--- src/rtl/id_sb_pkg.sv ---
// Shared definitions for the ID-stage scoreboard: NOP encoding, width helpers,
// operand-slice macro and register-file select.
`ifndef ID_SB_PKG_SV
`define ID_SB_PKG_SV

`define ID_SB_SLICE(vec, idx, w) vec[(idx)*(w) +: (w)]

package id_sb_pkg;
  localparam logic [31:0] NOP = 32'h0000_0013;

  typedef enum logic {RF_INT = 1'b0, RF_FP = 1'b1} rf_sel_e;

  function automatic int addr_w(input int n);
    return (n > 1) ? $clog2(n) : 1;
  endfunction

  function automatic int cnt_max(input int w);
    return (1 << w) - 1;
  endfunction
endpackage

`endif

--- src/rtl/sb_table.sv ---
// Pending-writer counters for one register file: hazard lookups for the source
// and destination operands, release decode and a sticky underflow flag.
module sb_table
  import id_sb_pkg::*;
#(
  parameter int      NUM_REGS = 32,
  parameter int      NUM_SRC  = 3,
  parameter int      NUM_REL  = 2,
  parameter int      CNT_W    = 2,
  parameter int      AW       = addr_w(NUM_REGS),
  parameter rf_sel_e FILE     = RF_INT
) (
  input  logic                   clk,
  input  logic                   rst,
  input  logic [NUM_SRC*AW-1:0]  src_addr,
  input  logic [AW-1:0]          dst_addr,
  input  logic                   inc,
  input  logic [NUM_REL-1:0]     rel_hit,
  input  logic [NUM_REL*AW-1:0]  rel_addr,
  output logic [NUM_SRC-1:0]     src_busy,
  output logic [NUM_SRC-1:0]     src_one,
  output logic                   dst_full,
  output logic                   busy,
  output logic                   err
);
  localparam logic [CNT_W-1:0] MAX = CNT_W'(cnt_max(CNT_W));
  localparam int SW = CNT_W + $clog2(NUM_REL + 1) + 1;

  logic [NUM_REGS-1:0][CNT_W-1:0] cnt, nxt;
  logic [NUM_REGS-1:0]            under;
  logic [SW-1:0]                  up, dn;
  logic                           trk;

  for (genvar i = 0; i < NUM_SRC; i++) begin : g_src
    assign src_busy[i] = cnt[`ID_SB_SLICE(src_addr, i, AW)] != '0;
    assign src_one[i]  = cnt[`ID_SB_SLICE(src_addr, i, AW)] == CNT_W'(1);
  end

  assign dst_full = cnt[dst_addr] == MAX;
  assign busy     = |cnt;

  // Issue and any number of releases net out; more releases than writers clamps to zero.
  always_comb begin
    nxt   = cnt;
    under = '0;
    up    = '0;
    dn    = '0;
    trk   = 1'b0;
    for (int r = 0; r < NUM_REGS; r++) begin
      trk = (FILE == RF_FP) || (r != 0);
      up  = SW'(cnt[r]) + SW'(trk && inc && dst_addr == AW'(r));
      dn  = '0;
      for (int j = 0; j < NUM_REL; j++)
        dn = dn + SW'(trk && rel_hit[j] && `ID_SB_SLICE(rel_addr, j, AW) == AW'(r));
      under[r] = dn > up;
      nxt[r]   = under[r] ? '0 : CNT_W'(up - dn);
    end
  end

  always_ff @(posedge clk or posedge rst) begin
    if (rst) begin
      cnt <= '0;
      err <= 1'b0;
    end else begin
      cnt <= nxt;
      err <= err | (|under);
    end
  end
endmodule

--- src/rtl/id_scoreboard_stage.sv ---
// Decode/issue stage with per-register pending-writer scoreboards (int + FP) and ID->EX registers.
// Optional ID_SB_BYPASS_EN: a same-cycle writing release clears a single-writer RAW and forwards rel_data.
module id_scoreboard_stage
  import id_sb_pkg::*;
#(
  parameter int XLEN     = 32,
  parameter int NUM_REGS = 32,
  parameter int NUM_SRC  = 3,
  parameter int NUM_REL  = 2,
  parameter int CNT_W    = 2,
  parameter int AW       = addr_w(NUM_REGS)
) (
  input  logic                     clk,
  input  logic                     rst,
  input  logic                     id_valid,
  input  logic [XLEN-1:0]          id_pc,
  input  logic [XLEN-1:0]          id_inst,
  input  logic [NUM_SRC-1:0]       id_src_use,
  input  logic [NUM_SRC-1:0]       id_src_fp,
  input  logic [NUM_SRC*AW-1:0]    id_src_addr,
  input  logic [NUM_SRC*XLEN-1:0]  id_src_data,
  input  logic                     id_dst_wen,
  input  logic                     id_dst_fp,
  input  logic [AW-1:0]            id_dst_addr,
  input  logic                     ex_stall,
  input  logic                     mem_flush,
  input  logic [NUM_REL-1:0]       rel_valid,
  input  logic [NUM_REL-1:0]       rel_fp,
  input  logic [NUM_REL-1:0]       rel_wen,
  input  logic [NUM_REL*AW-1:0]    rel_addr,
  input  logic [NUM_REL*XLEN-1:0]  rel_data,
  output logic                     id_stall,
  output logic                     id_issue,
  output logic                     ex_valid,
  output logic [XLEN-1:0]          ex_pc,
  output logic [XLEN-1:0]          ex_inst,
  output logic [NUM_SRC*XLEN-1:0]  ex_src_data,
  output logic                     ex_dst_wen,
  output logic                     ex_dst_fp,
  output logic [AW-1:0]            ex_dst_addr,
  output logic                     sb_busy,
  output logic                     sb_err,
  output logic [31:0]              raw_stall_cnt,
  output logic [31:0]              waw_stall_cnt
);
  logic [NUM_SRC-1:0]      int_busy, fp_busy, int_one, fp_one, src_raw, src_byp;
  logic [NUM_REL-1:0]      int_rel, fp_rel;
  logic                    int_full, fp_full, int_any, fp_any, int_err, fp_err;
  logic                    raw, full, inc_int, inc_fp;
  logic [NUM_SRC*XLEN-1:0] src_data;

  // x0 releases are dropped so they cannot flag an underflow on an untracked register.
  for (genvar j = 0; j < NUM_REL; j++) begin : g_rel
    assign int_rel[j] = rel_valid[j] & ~rel_fp[j] & (`ID_SB_SLICE(rel_addr, j, AW) != '0);
    assign fp_rel[j]  = rel_valid[j] &  rel_fp[j];
  end

  always_comb begin
    src_byp  = '0;
    src_data = id_src_data;
`ifdef ID_SB_BYPASS_EN
    for (int i = 0; i < NUM_SRC; i++)
      for (int j = NUM_REL - 1; j >= 0; j--)
        if (id_src_use[i] && (id_src_fp[i] ? fp_one[i] : int_one[i]) && rel_valid[j] && rel_wen[j]
            && rel_fp[j] == id_src_fp[i]
            && `ID_SB_SLICE(rel_addr, j, AW) == `ID_SB_SLICE(id_src_addr, i, AW)) begin
          src_byp[i] = 1'b1;
          `ID_SB_SLICE(src_data, i, XLEN) = `ID_SB_SLICE(rel_data, j, XLEN);
        end
`endif
  end

`ifndef ID_SB_BYPASS_EN
  logic unused_rel;
  assign unused_rel = ^{rel_wen, rel_data, int_one, fp_one};
`endif

  assign src_raw  = id_src_use & ((id_src_fp & fp_busy) | (~id_src_fp & int_busy)) & ~src_byp;
  assign raw      = |src_raw;
  assign full     = id_dst_wen & (id_dst_fp ? fp_full : int_full);
  assign id_stall = (id_valid & (raw | full)) | ex_stall;
  assign id_issue = id_valid & ~id_stall & ~mem_flush;
  assign inc_int  = id_issue & id_dst_wen & ~id_dst_fp;
  assign inc_fp   = id_issue & id_dst_wen &  id_dst_fp;
  assign sb_busy  = int_any | fp_any;
  assign sb_err   = int_err | fp_err;

  sb_table #(.NUM_REGS(NUM_REGS), .NUM_SRC(NUM_SRC), .NUM_REL(NUM_REL), .CNT_W(CNT_W), .AW(AW),
             .FILE(RF_INT)) u_int (
    .clk(clk), .rst(rst), .src_addr(id_src_addr), .dst_addr(id_dst_addr), .inc(inc_int),
    .rel_hit(int_rel), .rel_addr(rel_addr), .src_busy(int_busy), .src_one(int_one),
    .dst_full(int_full), .busy(int_any), .err(int_err));

  sb_table #(.NUM_REGS(NUM_REGS), .NUM_SRC(NUM_SRC), .NUM_REL(NUM_REL), .CNT_W(CNT_W), .AW(AW),
             .FILE(RF_FP)) u_fp (
    .clk(clk), .rst(rst), .src_addr(id_src_addr), .dst_addr(id_dst_addr), .inc(inc_fp),
    .rel_hit(fp_rel), .rel_addr(rel_addr), .src_busy(fp_busy), .src_one(fp_one),
    .dst_full(fp_full), .busy(fp_any), .err(fp_err));

  // Flush beats the EX hold so a squashed slot drains as a bubble.
  always_ff @(posedge clk or posedge rst) begin
    if (rst) begin
      ex_valid    <= 1'b0;
      ex_pc       <= '0;
      ex_inst     <= XLEN'(NOP);
      ex_src_data <= '0;
      ex_dst_wen  <= 1'b0;
      ex_dst_fp   <= 1'b0;
      ex_dst_addr <= '0;
    end else if (id_issue) begin
      ex_valid    <= 1'b1;
      ex_pc       <= id_pc;
      ex_inst     <= id_inst;
      ex_src_data <= src_data;
      ex_dst_wen  <= id_dst_wen;
      ex_dst_fp   <= id_dst_fp;
      ex_dst_addr <= id_dst_addr;
    end else if (!ex_stall || mem_flush) begin
      ex_valid <= 1'b0;
      ex_inst  <= XLEN'(NOP);
    end
  end

  always_ff @(posedge clk or posedge rst) begin
    if (rst) begin
      raw_stall_cnt <= '0;
      waw_stall_cnt <= '0;
    end else begin
      if (id_valid && raw && raw_stall_cnt != '1)
        raw_stall_cnt <= raw_stall_cnt + 32'd1;
      if (id_valid && full && !raw && waw_stall_cnt != '1)
        waw_stall_cnt <= waw_stall_cnt + 32'd1;
    end
  end
endmodule
--- config.mk ---
export PLATFORM = sky130hd
export DESIGN_NAME = id_scoreboard_stage
export DESIGN_NICKNAME = d
export VERILOG_FILES = /design/src/rtl/id_sb_pkg.sv /design/src/rtl/sb_table.sv /design/src/rtl/id_scoreboard_stage.sv
export SDC_FILE = /design/constraint.sdc
export NUM_CORES = 1
export LEC_CHECK = 0
export BUFFER_PORTS_ARGS = -buffer_cell sky130_fd_sc_hd__buf_2
export CAP_MARGIN = 0
export CORE_ASPECT_RATIO = 1.2
export CORE_UTILIZATION = 40
export CTS_BUF_LIST = sky130_fd_sc_hd__clkbuf_4 sky130_fd_sc_hd__clkbuf_8 sky130_fd_sc_hd__clkbuf_16
export DETAILED_ROUTE_END_ITERATION = 16
export PLACE_DENSITY_LB_ADDON = 0.25
export SLEW_MARGIN = 20
export SYNTH_ARGS = -nofsm -noshare
export SYNTH_HDL_FRONTEND = slang
export SYNTH_SLANG_ARGS = --single-unit
--- constraint.sdc ---
create_clock -name clk -period 17.7 [get_ports clk]
set_clock_uncertainty 0.1 [all_clocks]
set_input_delay 5.31 -clock clk [delete_from_list [all_inputs] [get_ports clk]]
set_output_delay 5.31 -clock clk [all_outputs]
set_load 0.01 [all_outputs]
==> metrics.md, run 1 <==
| Metric | Value |
|---|---|
| Status | finished, final reports clean |
| Asr flop ratio synth | 1.00 |
| Top cells by area, synth | dfrtp_1 36%, ha_1 19%, nand2_1 8.0%, nor2_1 6.0%, inv_1 4.0% |
| # IOs | 509 |
| Hold Vio Cnt, Final | 0 |
| Port Buffer Count | 442 |
| Final period util | 0.854 |
| Slew Viols, Final | 0 |
| Core area | 61200 sq um |
| Post-route ant nets | 0 |
| Vias post-DR | 22100 |
| Post-CTS setup buffer count | 0 |
| Pwr/cell area | 112 nW/um^2 |
| Initial Util | 0.407 |
| Setup repair after global routing missed its margin | no |
| Fin worst setup slack | 2.58 ns |
| Syn. warnings | 0 |
| Sequential fraction of the synthesis area | 0.362 |
| Synthesis-stage register bit count | 360 |
| Synth area leader | dfrtp_1 |
| Die area | 63200 sq um |
| Utilization after layout | 0.479 |
| Distinct cells, synth | 64 |
| Vias in the first global route | 21200 |
| Slew headroom | 0.345 |
| CP Data Arrival Time | 9.71 ns |
| Largest net degree at the start of global routing | 99 |
| Cts hold-fix bufs | 0 |
| Fmax | 0.0661 GHz |
| Num CTS Buffers | 42 |
| Leakage | 14.9 nW |
| Layout area overhead | 17.7% |
| Synth top cells by count | 529 x nand2_1, 396 x nor2_1, 380 x ha_1 |
| Req. time, crit path | 12.29 ns |
| Startpoint Class | input pin |
| CTS tree | done |
| Drt via density | 5.37 |
| Starting DRT DRC Count | 2141 |
| CP max FO | 75 |
| Drt pass-1 iters | 6 |
| GRT overflow | 0 |
| GRT Util Overall | 0.265 |
| Worst slew pin tran | 0.982 ns |
| Antenna violations before repair | 5 |
| DRC Markers | 0 |
| Die H | 275 um |
| First-pass GRT wire length | 128000 um |
| Clk sink count | 360 |
| Setup tns final | 0 ns |
| Die width | 230 um |
| Gpl congestion | 1.01 |
| Post-cts gate resize count | 0 |
| Pre-CTS setup slack | 2.73 ns |
| Share of cells above drive strength 1 | 0.185 |
| Htree depth | 2 |
| Synth top area share | 0.359 |
| Mapped Nets | 3529 |
| Net count, final | 3926 |
| Syn_area_per_cell | 8.65 sq um |
| Worst vdd ir | 0.0691 mV |
| CTS clk-pin slew, worst paths | 0.06 ns |
| CTS root buf | clkbuf_16 |
| Wirelength per Cell | 20.9 um |
| MaxCap Viol Count | 0 |
| Critical path type | in2out |
| Top_reg_cell synth | dfrtp_1 |
| Diodes inserted | 0 |
| Setup crit end kind | primary output |
| Most common cell in the netlist | nand2_1 |
| Post-Syn Instances | 2876 |
| Clk buf depth | 3 |
| Final setup fails | 0 |
| Fin crit period | 15.12 ns |
| Floorplan row count | 99 |
| Mapped Area | 24900 sq um |
| Post-synth EDFFs | 0 |
| Type of the most critical hold path | reg2reg |
| Clk_lat worst skew | 0.59 ns |
| DP Wirelength | 65200 um |
| DRT Wirelength | 85900 um |
==> cells in the final DEF (no fill, tap or decap), types with 8 or more instances in the layout <==
cell type  count
a211oi_1      39
a21oi_1      126
a22o_1        30
a22oi_1       14
and3_1        32
buf_2        442
buf_4         23
clkbuf_16     43
clkbuf_4       8
clkbuf_8       8
dfrtp_1      357
ha_1         380
inv_1        264
mux4_2        32
nand2_1      529
nand3_1       84
nand3b_1      10
nand4_1       64
nor2_1       396
nor2b_1       18
nor3_1        66
nor3b_1       10
nor4_1        43
nor4_2        15
o211ai_1      11
o21ai_0       17
xnor2_1       30
xor2_1        91
==> cell families (layout without fill, tap and decap cells) <==
kind of cell,count (synthesis),in the layout,synth area share
AOI/OAI and AO/OA,280,280,0.0730
xor gates and xnor gates,123,123,0.0439
adders and majority gates,380,380,0.191
buffers and inverters,381,811,0.0603
DFF,360,360,0.362
muxes,42,42,0.0331
and+or+nand+nor,1310,1310,0.236
==> critical path, cell delays in order <==
cell and delay [ns]:
buf_2 0.65, o21ai_0 0.48, o2111ai_1 0.32, nor4bb_1 0.35, o311a_1 0.42, o31a_1 0.29
nand3_4 0.59, inv_4 0.89, buf_2 0.27
==> final timing paths <==
check | startpoint | endpoint | slack (ns) | cells past startpoint
hold / removal | ex_src_data[63] | ex_src_data[63] | 0.37 | 2
min in group asynchronous | rst | ex_src_data[3] | 4.73 | 2
max in group asynchronous | rst | ex_pc[13] | 10.45 | 4
setup reg to reg | u_int.cnt[42] | u_fp.err | 10.33 | 20
hold reg to reg | ex_src_data[63] | ex_src_data[63] | 0.37 | 2
setup / recovery | id_dst_addr[1] | id_issue | 2.58 | 9
==> sequential cells by signal (all words and copies together), names as in the netlist, 5 cells and up <==
name,flops
ex_dst_addr,5
ex_inst,32
ex_src_data,96
u_fp.cnt,64
raw_stall_cnt,32
waw_stall_cnt,32
ex_pc,32
u_int.cnt,62
==> layer usage <==
layer / global-route usage / routed length, um / share of wire
met5: 0 / 51 / 0.00059
met3: 0.0518 / 6180 / 0.072
met2: 0.437 / 40300 / 0.47
met4: 0.131 / 4410 / 0.051
met1: 0.333 / 34900 / 0.41
==> per-stage QoR <==
step	area (sq um)	total power, mW	hold slack [ns]	std cells
after floorplan	24900	1.88	0.414	2876
after global placement	27800	2.34	0.353	4037
after detailed placement	27800	2.36	0.356	4037
after CTS	29300	3.31	0.370	4114
after global routing	29300	3.47	0.381	4114
final	29300	3.29	0.367	4114
==> cell type report <==
class / instances / area [sq um]
Clock buffer: 59 / 1250
Multi-Input combinational cell: 2135 / 14400
Inverter: 269 / 1020
Sequential cell: 360 / 9010
Fill cell: 5930 / 31900
Tap cell: 808 / 1010
Clock inverter: 18 / 228
Timing Repair Buffer: 465 / 2380
==> report_power, final <==
part / total (mW) / internal [mW] / switching [mW]
combinational: 1.18 / 0.434 / 0.744
clock: 0.931 / 0.553 / 0.377
sequential: 1.18 / 1.03 / 0.151
(Power assumes the default switching activity.)
==> inputs of run 2 (changes only) <==
==> constraint.sdc (replaced) <==
create_clock -name clk -period 19 [get_ports clk]
set_clock_uncertainty 0.1 [all_clocks]
set_input_delay 5.7 -clock clk [delete_from_list [all_inputs] [get_ports clk]]
set_output_delay 5.7 -clock clk [all_outputs]
set_load 0.01 [all_outputs]
==> run 2 against run 1 <==
- combinational power decreased by 8%
- final cell count unchanged
- core utilization about the same
- critical endpoint unchanged
- highest routed layer unchanged
==> metrics.md, run 2 (synthesis results as in run 1) <==
| Metric | Value |
|---|---|
| Status | finished, final reports clean |
| Share of cells above drive strength 1 | 0.185 (-0.000247) |
| Reg2Reg Setup Slack | 11.76 ns (+1.43 ns) |
| CP Data Arrival Time | 9.79 ns (+0.08 ns) |
| Die H | 275 um (unchanged) |
| Slew headroom | 0.195 (-0.150) |
| Worst path most repeated cell | buf_2 |
| Final setup fails | 0 (unchanged) |
| Commonest non-fill, non-tap cell in the layout | nand2_1 |
| Final cell count without fillers | 4114 (unchanged) |
| Total power | 3.05 mW (-7.2%) |
| Final period util | 0.821 |
| Hold Vio Cnt, Final | 0 (unchanged) |
| Vias post-DR | 22200 (+0.63%) |
| Hold Startpoint | ex_src_data[43] |
| Setup tns final | 0 ns (unchanged) |
| CTS tree | done |
| Drt via density | 5.41 (+0.63%) |
| Slew Viols, Final | 0 (unchanged) |
| Largest stage delay, worst path | 0.79 ns (-0.10 ns) |
| Num CTS Buffers | 42 (unchanged) |
| First-pass GRT wire length | 128000 um (+0.15%) |
| Layout area overhead | 17.7% (about the same) |
| R2r startpoint | u_fp.cnt[29] |
| R2R depth | 20 (unchanged) |
| Core area | 61200 sq um (unchanged) |
| Cts hold-fix bufs | 0 (unchanged) |
| Critical path type | in2out |
| Post-cts gate resize count | 0 (unchanged) |
| Post-route ant nets | 0 (unchanged) |
| Post-CTS setup buffer count | 0 (unchanged) |
| DRT Wirelength | 85800 um (-0.12%) |
| DP Wirelength | 65000 um (-0.33%) |
| Worst path slowest cell | inv_4 |
| Floorplan row count | 99 (unchanged) |
| Largest registers | ex_src_data: 96 flops, u_fp.cnt: 64 flops, u_int.cnt: 62 flops |
| DR top layer | met5 |
| Net count, final | 3927 (+0.025%) |
| Post-placement cell count | 4038 (+0.025%) |
| CTS root buf | clkbuf_16 |
| # IOs | 509 (unchanged) |
| Setup crit end kind | primary output |
| CP max FO | 68 (-9.3%) |
| Type of the most critical hold path | reg2reg |
| Worst slew pin tran | 1.20 ns (+0.222 ns) |
| Clk sink count | 360 (unchanged) |
| Hold Path Stages | 2 (unchanged) |
| Die width | 230 um (unchanged) |
| Largest net degree at the start of global routing | 104 (+5.1%) |
| Clk_lat worst skew | 0.57 ns (-0.02 ns) |
| Met1 Wirelength | 35000 um (+0.23%) |
| Fin crit period | 15.59 ns |
| GRT Util Overall | 0.266 (about the same) |
| Max FFs per register | 96 (unchanged) |
| Req. time, crit path | 13.20 ns (+0.91 ns) |
| Starting DRT DRC Count | 1985 (-7.3%) |
| Vias in the first global route | 21300 (+0.50%) |
| Die area | 63200 sq um (unchanged) |
| Commonest cells after routing, fill and taps aside | 529 x nand2_1, 442 x buf_2, 396 x nor2_1 |
| Met3 routed WL | 6310 um (+2.0%) |
| Antenna violations before repair | 6 (+1) |
| Fmax | 0.0641 GHz |
| Pwr/cell area | 104 nW/um^2 (-7.2%) |
| Leakage | 14.9 nW (about the same) |
| Hold Path Sink | ex_src_data[43] |
| Startpoint Class | input pin |
| Worst reg2reg endpoint | u_fp.err |
| MaxCap Viol Count | 0 (unchanged) |
| GRT overflow | 0 (unchanged) |
| Htree depth | 2 (unchanged) |
| Worst vdd ir | 0.0535 mV (-23%) |
| Setup repair after global routing missed its margin | no |
| Clk buf depth | 3 (unchanged) |
| Wirelength per Cell | 20.9 um (-0.12%) |
| Largest Register | ex_src_data |
| Met2 WL | 39600 um (-1.8%) |
| CTS clk-pin slew, worst paths | 0.06 ns (about the same) |
| Drt pass-1 iters | 6 (unchanged) |
| Crit-path cells | buf_2, nand2b_1, a211oi_1, nor4_1, nor3_1, or4_1, nor4_2, nand3_4, inv_4, buf_2 |
| Port Buffer Count | 442 (unchanged) |
| DRC Markers | 0 (unchanged) |
| Initial Util | 0.407 (unchanged) |
| Gpl congestion | 1.00 (-0.44%) |
==> run 2: changes by cell type in the layout (fill, tap and decap cells not counted) <==
cell,previous run,this run
clkbuf_4,8,13
clkinvlp_4,3,0
clkinv_2,7,5
buf_4,23,24
clkinv_4,1,0
diode_2,0,1
inv_6,1,0
==> run 2: critical path: cells and delay by family <==
kind                   cells  cell delay (ns)
and+or+nand+nor            6             2.52
buffers and inverters      3             1.41
AOI/OAI and AO/OA          1             0.08
==> run 2: how the worst max path moves through the flow <==
stage                              start        endpoint  slack (ns)  cells after the start
after global routing      id_src_addr[5]        id_issue        3.23                     10
final                     id_src_addr[5]        id_issue        3.41                     10
after global placement    id_src_addr[5]        id_issue        3.44                     10
after detailed placement  id_src_addr[5]        id_issue        3.45                     10
after floorplan                      rst  ex_dst_addr[0]        3.21                      1
after CTS                 id_src_addr[5]        id_issue        3.45                     10
==> run 2: stage by stage <==
step | worst slack (ns) | cell area [sq um] | utilization | hold WS, ns
floorplan | 3.21 | 24900 | - | 0.414
global placement | 3.44 | 27800 | 0.455 | 0.353
detailed placement | 3.45 | 27800 | 0.455 | 0.356
CTS | 3.45 | 29300 | 0.479 | 0.371
global route | 3.23 | 29300 | 0.479 | 0.382
finish | 3.41 | 29300 | 0.479 | 0.365
==> run 2: routing by layer <==
| layer | vias up | track usage |
|---|---|---|
| met5 | - | 0 |
| met4 | 10 | 0.141 |
| met3 | 221 | 0.0490 |
| met2 | 909 | 0.435 |
| met1 | 10600 | 0.332 |
| li1 | 10500 | - |
==> run 2: power breakdown <==
part	total, mW	switching (mW)	leakage (nW)	internal (mW)
Combinational	1.09	0.690	9.40	0.402
Sequential	1.10	0.141	4.72	0.960
Clock	0.861	0.340	0.737	0.521
==> run 2: area by class of cell <==
| cell class | count | area (sq um) |
|---|---|---|
| diodes | 1 | 2.50 |
| clock buffers | 64 | 1280 |
| clock inverters | 11 | 178 |
| fillers | 6015 | 31900 |
| inverters | 269 | 1020 |
| multi-input cells | 2135 | 14400 |
| flip-flops and latches | 360 | 9010 |
| well taps | 808 | 1010 |
| repair buffers | 466 | 2390 |
